$ cat config.mk
export PLATFORM = sky130hd
export DESIGN_NAME = instr_fetch_unit
export DESIGN_NICKNAME = d
export VERILOG_FILES = /design/src/rtl/fetch_pkg.sv /design/src/rtl/fetch_fifo.sv /design/src/rtl/instr_fetch_unit.sv
export SDC_FILE = /design/constraint.sdc
export NUM_CORES = 1
export LEC_CHECK = 0
export ABC_AREA = 0
export CAP_MARGIN = 20
export CELL_PAD_IN_SITES_DETAIL_PLACEMENT = 1
export CELL_PAD_IN_SITES_GLOBAL_PLACEMENT = 1
export CORE_MARGIN = 2
export CORE_UTILIZATION = 44
export CTS_CLUSTER_DIAMETER = 100
export DETAILED_ROUTE_END_ITERATION = 7
export GPL_TIMING_DRIVEN = 0
export PLACE_DENSITY = 0.94
export SLEW_MARGIN = 30
export SYNTH_ARGS = -nofsm -noshare
export SYNTH_HDL_FRONTEND = slang
export SYNTH_SLANG_ARGS = --single-unit
$ cat constraint.sdc
create_clock -name clk -period 7.65 [get_ports clk]
set_input_delay 1.53 -clock clk [delete_from_list [all_inputs] [get_ports clk]]
set_output_delay 1.53 -clock clk [all_outputs]
set_load 0.01 [all_outputs]
$ cat src/rtl/fetch_pkg.sv
// Shared types and constants for the instruction fetch front end.
// Default widths, the ECALL encoding and the fetch FSM state encoding.
package fetch_pkg;

  localparam int FETCH_ADDR_W = 8;
  localparam int FETCH_DATA_W = 32;
  localparam logic [31:0] ECALL_INSTR = 32'h0000_0073;

  typedef enum logic [1:0] {
    IDLE = 2'd0,
    RUN  = 2'd1,
    HALT = 2'd2
  } state_t;

endpackage

$ cat src/rtl/fetch_fifo.sv
// Synchronous FIFO for {pc, instr} pairs; head is read straight from storage, flush empties it in one edge.
// Push lands one edge after request; a push into a full FIFO is taken only alongside a pop.
module fetch_fifo #(
  parameter int WIDTH = 40,
  parameter int DEPTH = 2,
  localparam int PTR_W = $clog2(DEPTH),
  localparam int CNT_W = PTR_W + 1
) (
  input  logic             clk,
  input  logic             rst,
  input  logic             i_push,
  input  logic [WIDTH-1:0] i_push_dat,
  input  logic             i_pop,
  input  logic             i_flush,
  output logic [CNT_W-1:0] o_count,
  output logic [WIDTH-1:0] o_head_dat
);

  logic [WIDTH-1:0] r_mem [DEPTH];
  logic [PTR_W-1:0] r_wr_ptr;
  logic [PTR_W-1:0] r_rd_ptr;
  logic [CNT_W-1:0] r_count;
  logic             w_pop;
  logic             w_push;

  assign w_pop      = i_pop && (r_count != '0);
  assign w_push     = i_push && ((r_count < CNT_W'(DEPTH)) || w_pop);
  assign o_count    = r_count;
  assign o_head_dat = r_mem[r_rd_ptr];

  always_ff @(posedge clk or posedge rst) begin
    if (rst) begin
      r_wr_ptr <= '0;
      r_rd_ptr <= '0;
      r_count  <= '0;
      for (int i = 0; i < DEPTH; i++) begin
        r_mem[i] <= '0;
      end
    end else if (i_flush) begin
      r_wr_ptr <= '0;
      r_rd_ptr <= '0;
      r_count  <= '0;
    end else begin
      if (w_push) begin
        r_mem[r_wr_ptr] <= i_push_dat;
        r_wr_ptr        <= r_wr_ptr + PTR_W'(1);
      end
      if (w_pop) begin
        r_rd_ptr <= r_rd_ptr + PTR_W'(1);
      end
      if (w_push && !w_pop) begin
        r_count <= r_count + CNT_W'(1);
      end else if (!w_push && w_pop) begin
        r_count <= r_count - CNT_W'(1);
      end
    end
  end

endmodule

$ cat src/rtl/instr_fetch_unit.sv
// Fetch front end: PC/FSM drive the instruction memory, words are buffered and offered on valid/ready; first word valid after edge 1.
// Stalls the PC when the buffer is full and ready is low; FETCH_PERF_CNT_EN adds fetched/flushed counters.
module instr_fetch_unit
  import fetch_pkg::*;
#(
  parameter int ADDR_W     = FETCH_ADDR_W,
  parameter int DATA_W     = FETCH_DATA_W,
  parameter int FIFO_DEPTH = 2
) (
  input  logic              clk,
  input  logic              rst,
  output logic [ADDR_W-1:0] mem_addr_o,
  input  logic [DATA_W-1:0] mem_rdata_i,
  input  logic              redirect_i,
  input  logic [ADDR_W-1:0] redirect_addr_i,
  output logic              out_valid_o,
  input  logic              out_ready_i,
  output logic [DATA_W-1:0] out_instr_o,
  output logic [ADDR_W-1:0] out_pc_o,
  output logic              halted_o
`ifdef FETCH_PERF_CNT_EN
  ,
  output logic [31:0]       fetched_cnt_o,
  output logic [31:0]       flushed_cnt_o
`endif
);

  localparam int CNT_W = $clog2(FIFO_DEPTH) + 1;

  state_t                     r_state;
  logic [ADDR_W-1:0]          r_pc;
  logic [CNT_W-1:0]           w_count;
  logic [ADDR_W+DATA_W-1:0]   w_head;
  logic                       w_pop;
  logic                       w_push;
  logic                       w_is_ecall;

  assign out_valid_o = (w_count != '0);
  assign w_pop       = out_valid_o && out_ready_i;
  assign w_push      = (r_state == RUN) && ((w_count < CNT_W'(FIFO_DEPTH)) || w_pop) && !redirect_i;
  assign w_is_ecall  = (mem_rdata_i == DATA_W'(ECALL_INSTR));

  assign mem_addr_o            = r_pc;
  assign halted_o              = (r_state == HALT);
  assign {out_pc_o, out_instr_o} = w_head;

  fetch_fifo #(
    .WIDTH (ADDR_W + DATA_W),
    .DEPTH (FIFO_DEPTH)
  ) u_fifo (
    .clk        (clk),
    .rst        (rst),
    .i_push     (w_push),
    .i_push_dat ({r_pc, mem_rdata_i}),
    .i_pop      (w_pop),
    .i_flush    (redirect_i),
    .o_count    (w_count),
    .o_head_dat (w_head)
  );

  // Redirect overrides every state, including the start-up IDLE cycle.
  always_ff @(posedge clk or posedge rst) begin
    if (rst) begin
      r_state <= IDLE;
      r_pc    <= '0;
    end else if (redirect_i) begin
      r_state <= RUN;
      r_pc    <= redirect_addr_i;
    end else begin
      unique case (r_state)
        IDLE: r_state <= RUN;
        RUN: begin
          if (w_push) begin
            r_pc <= r_pc + ADDR_W'(1);
            if (w_is_ecall) begin
              r_state <= HALT;
            end
          end
        end
        HALT: r_state <= HALT;
        default: r_state <= IDLE;
      endcase
    end
  end

`ifdef FETCH_PERF_CNT_EN
  logic [CNT_W-1:0] w_dropped;

  // An entry popped in the redirect cycle was delivered, so it is not a flush loss.
  assign w_dropped = w_count - CNT_W'(w_pop);

  always_ff @(posedge clk or posedge rst) begin
    if (rst) begin
      fetched_cnt_o <= '0;
      flushed_cnt_o <= '0;
    end else begin
      if (w_push) begin
        fetched_cnt_o <= fetched_cnt_o + 32'd1;
      end
      if (redirect_i) begin
        flushed_cnt_o <= flushed_cnt_o + 32'(w_dropped);
      end
    end
  end
`endif

endmodule

==> flow_metrics.tcl <==
set metrics [dict create \
    max_slew.worst_pin.slew_ns 0.850 \
    routed_wl_um 11600 \
    slew_headroom_pct 43.3 \
    detail-route-antenna-nets 0 \
    ys_ff_latch 94 \
    period_share_pct 53.1 \
    crit_family "buffers and inverters" \
    yosysWarnings 0 \
    rsz0062_at_grt "no" \
    finalSetupTns_ns 0 \
    routabilityCongestion 0.807 \
    post_cts_resized 0 \
    cp_cell_sequence "clkbuf_1 -> buf_1 -> mux2_2 -> clkdlybuf4s50_1" \
    cpMaxStageDelayCell "buf_1" \
    port_buffers 93 \
    num_rows 36 \
    synth_area_um2 4380 \
    critPathMaxStageDelay_ns 0.68 \
    nets 471 \
    cts.sinks 94 \
    pre_cts_slack_ns 4.04 \
    start_util_pct 45.0 \
    postCtsSetupRepairBufs 0 \
    grtUsageMet2_pct 40.0 \
    ys_seq_area_share_pct 53.7 \
    syn_avg_cell_area_um2 13.8 \
    critical_path_class "flip-flop to output port" \
    syn_nets 366 \
    hp-start "u_fifo.r_mem[73]" \
    required_ns 6.12 \
    syn_inst 318 \
    htree_num_levels 3 \
    setup_viol 0 \
    die_x_um 104 \
    overflow 0 \
    antenna_found_initial 0 \
    track_usage_pct 22.3 \
    fin_ws_ns 3.59 \
    start_kind "flip-flop" \
    cts_tree "yes" \
    synth_flop_cell "dfrtp_1" \
    grt_use_met3_pct 3.71 \
    die_h_um 104 \
    core_area_um2 9730 \
    vias_per_cell 5.35 \
    num_antenna_cells 0 \
    boundaryPins 94 \
    maxCapViolations 0 \
    grt_max_degree 65 \
    syn2layout_area_growth_pct 29.8 \
    holdPathEnd "u_fifo.r_mem[73]" \
    max_freq_mhz 246 \
    pwr_density_cell_nw_per_um2 400 \
    r2r-end "u_fifo.r_mem[57]" \
    clk_transition_reported_paths_ns 0.09 \
    cts_root_buf "clkbuf_8" \
    dieArea_um2 10800 \
    drcViolationCount 0 \
    dp_hpwl_um 8530 \
    synth.distinct_cells 38 \
    drtPass1Iterations 4 \
    synth_edf_count 0 \
    min_path_type "flip-flop to flip-flop" \
    use_met1_pct 27.1 \
    post-route-min-period_ns 4.06 \
    worst_r2r_path_depth 6 \
    slew_violations 0 \
    holdPathStages 1 \
    cp_num_buf_inv 3 \
    reg2reg_slack_ns 5.72 \
    cts-buffers-inserted 9 \
    drt_iter0_markers 85 \
    async_flop_share_pct 100 \
    hold_viol_final 0 \
    critPathArrivalTime_ns 2.53 \
    r2r-start "r_state[1]" \
    vias 3000 \
    clk_latency_ns 0.36 \
    cts_buffer_depth 2 \
    cellLeakagePower_nw 2.34 \
    skew_ns 0.0110 \
    routedWlPerCell_um 20.7 \
    status "finished clean" \
    grt.busiest_layer "met2" \
    worstPathMaxFanout 10 \
    first_global_vias 3329 \
    peakVddDrop_mv 0.180 \
    end_kind "output port" \
    grt_pass1_wl_um 18500 \
    layout-drive-gt1-share_pct 34.6 \
    hold_buffers 0 \
]
-- per-layer routing --
layer	part of all wire (%)	wire length, um
met1	41	4780
met2	54	6210
met3	3.4	392
met4	1.8	207
met5	0	0
-- logic make-up after synthesis --
group | after synthesis | share of synthesized area (%)
simple gates | 55 | 7.88
flops | 94 | 53.7
compound gates | 18 | 2.60
buf+inv | 21 | 2.63
fa+ha+maj | 4 | 1.14
mux | 121 | 31.0
xor+xnor | 5 | 1.00
-- cells in the final DEF, fill, tap and decap left out, types with 2 or more instances in the layout --
master / instances
clkinv_4: 3
nand3_1: 8
clkdlybuf4s50_1: 93
dfrtp_1: 94
mux2_2: 113
clkbuf_1: 6
nand2b_1: 3
xor2_1: 4
buf_2: 5
buf_6: 4
nand2_1: 15
inv_1: 4
buf_1: 2
clkbuf_8: 9
nor4_1: 2
ha_1: 4
mux2i_1: 2
a21oi_1: 2
clkinvlp_4: 3
nand4_1: 4
o21ai_0: 8
nor4_2: 3
o211ai_1: 4
mux2_1: 6
nor2_1: 4
or4_1: 5
-- where the power goes --
group | switching (mW) | internal, mW | leakage (nW) | total (mW)
registers | 0.137 | 0.731 | 1.13 | 0.868
clock network | 0.182 | 0.120 | 0.0787 | 0.302
logic | 0.446 | 0.661 | 1.13 | 1.11
-- worst max-delay path by stage --
stage | startpoint | end | cells after the start | slack [ns]
floorplan | rst | mem_addr_o[0] | 1 | 3.67
global placement | rst | u_fifo.r_mem[26] | 2 | 2.35
detailed placement | u_fifo.r_rd_ptr | out_instr_o[21] | 4 | 4.04
CTS | u_fifo.r_rd_ptr | out_instr_o[21] | 4 | 3.59
global route | u_fifo.r_rd_ptr | out_pc_o[2] | 4 | 3.49
finish | u_fifo.r_rd_ptr | out_instr_o[21] | 4 | 3.59
-- cells in the mapped netlist, types with 5 or more instances --
library cell / instances / area, um2
inv_1: 5 / 18.8
dfrtp_1: 94 / 2350
mux2_1: 6 / 67.6
nand3_1: 8 / 40.0
mux2_2: 113 / 1270
nand2_1: 15 / 56.3
buf_2: 5 / 25.0
clkbuf_1: 5 / 18.8
or4_1: 5 / 37.5
o21ai_0: 8 / 40.0
-- per-stage QoR --
stage          utilization [%]  cells  total power [mW]  area (um2)  hold WS, ns
6_report                  58.4    561              2.28        5690        0.495
5_1_grt                   58.4    561              2.41        5690        0.518
4_1_cts                   58.4    561              2.30        5690        0.497
3_5_place_dp              56.6    545              1.99        5510        0.476
3_3_place_gp              56.3    544              1.90        5480        0.461
2_1_floorplan                -    318              1.47        4380        0.444
-- flip-flops by register name, indices dropped and copies added, names as in the netlist --
signal / flops
u_fifo.r_mem: 80
r_state: 2
u_fifo.r_wr_ptr: 1
u_fifo.r_rd_ptr: 1
mem_addr_o: 8
u_fifo.o_count: 2
-- final cells by class --
cell class	count	area [um2]
sequential	94	2350
tap	133	166
clock inverter	6	48.8
multi-input combinational	203	1910
buffer	16	96.3
timing repair buffer	94	958
inverter	5	23.8
clock buffer	10	128
fill	997	4040
Note: power is estimated with default switching activity, not from simulation.
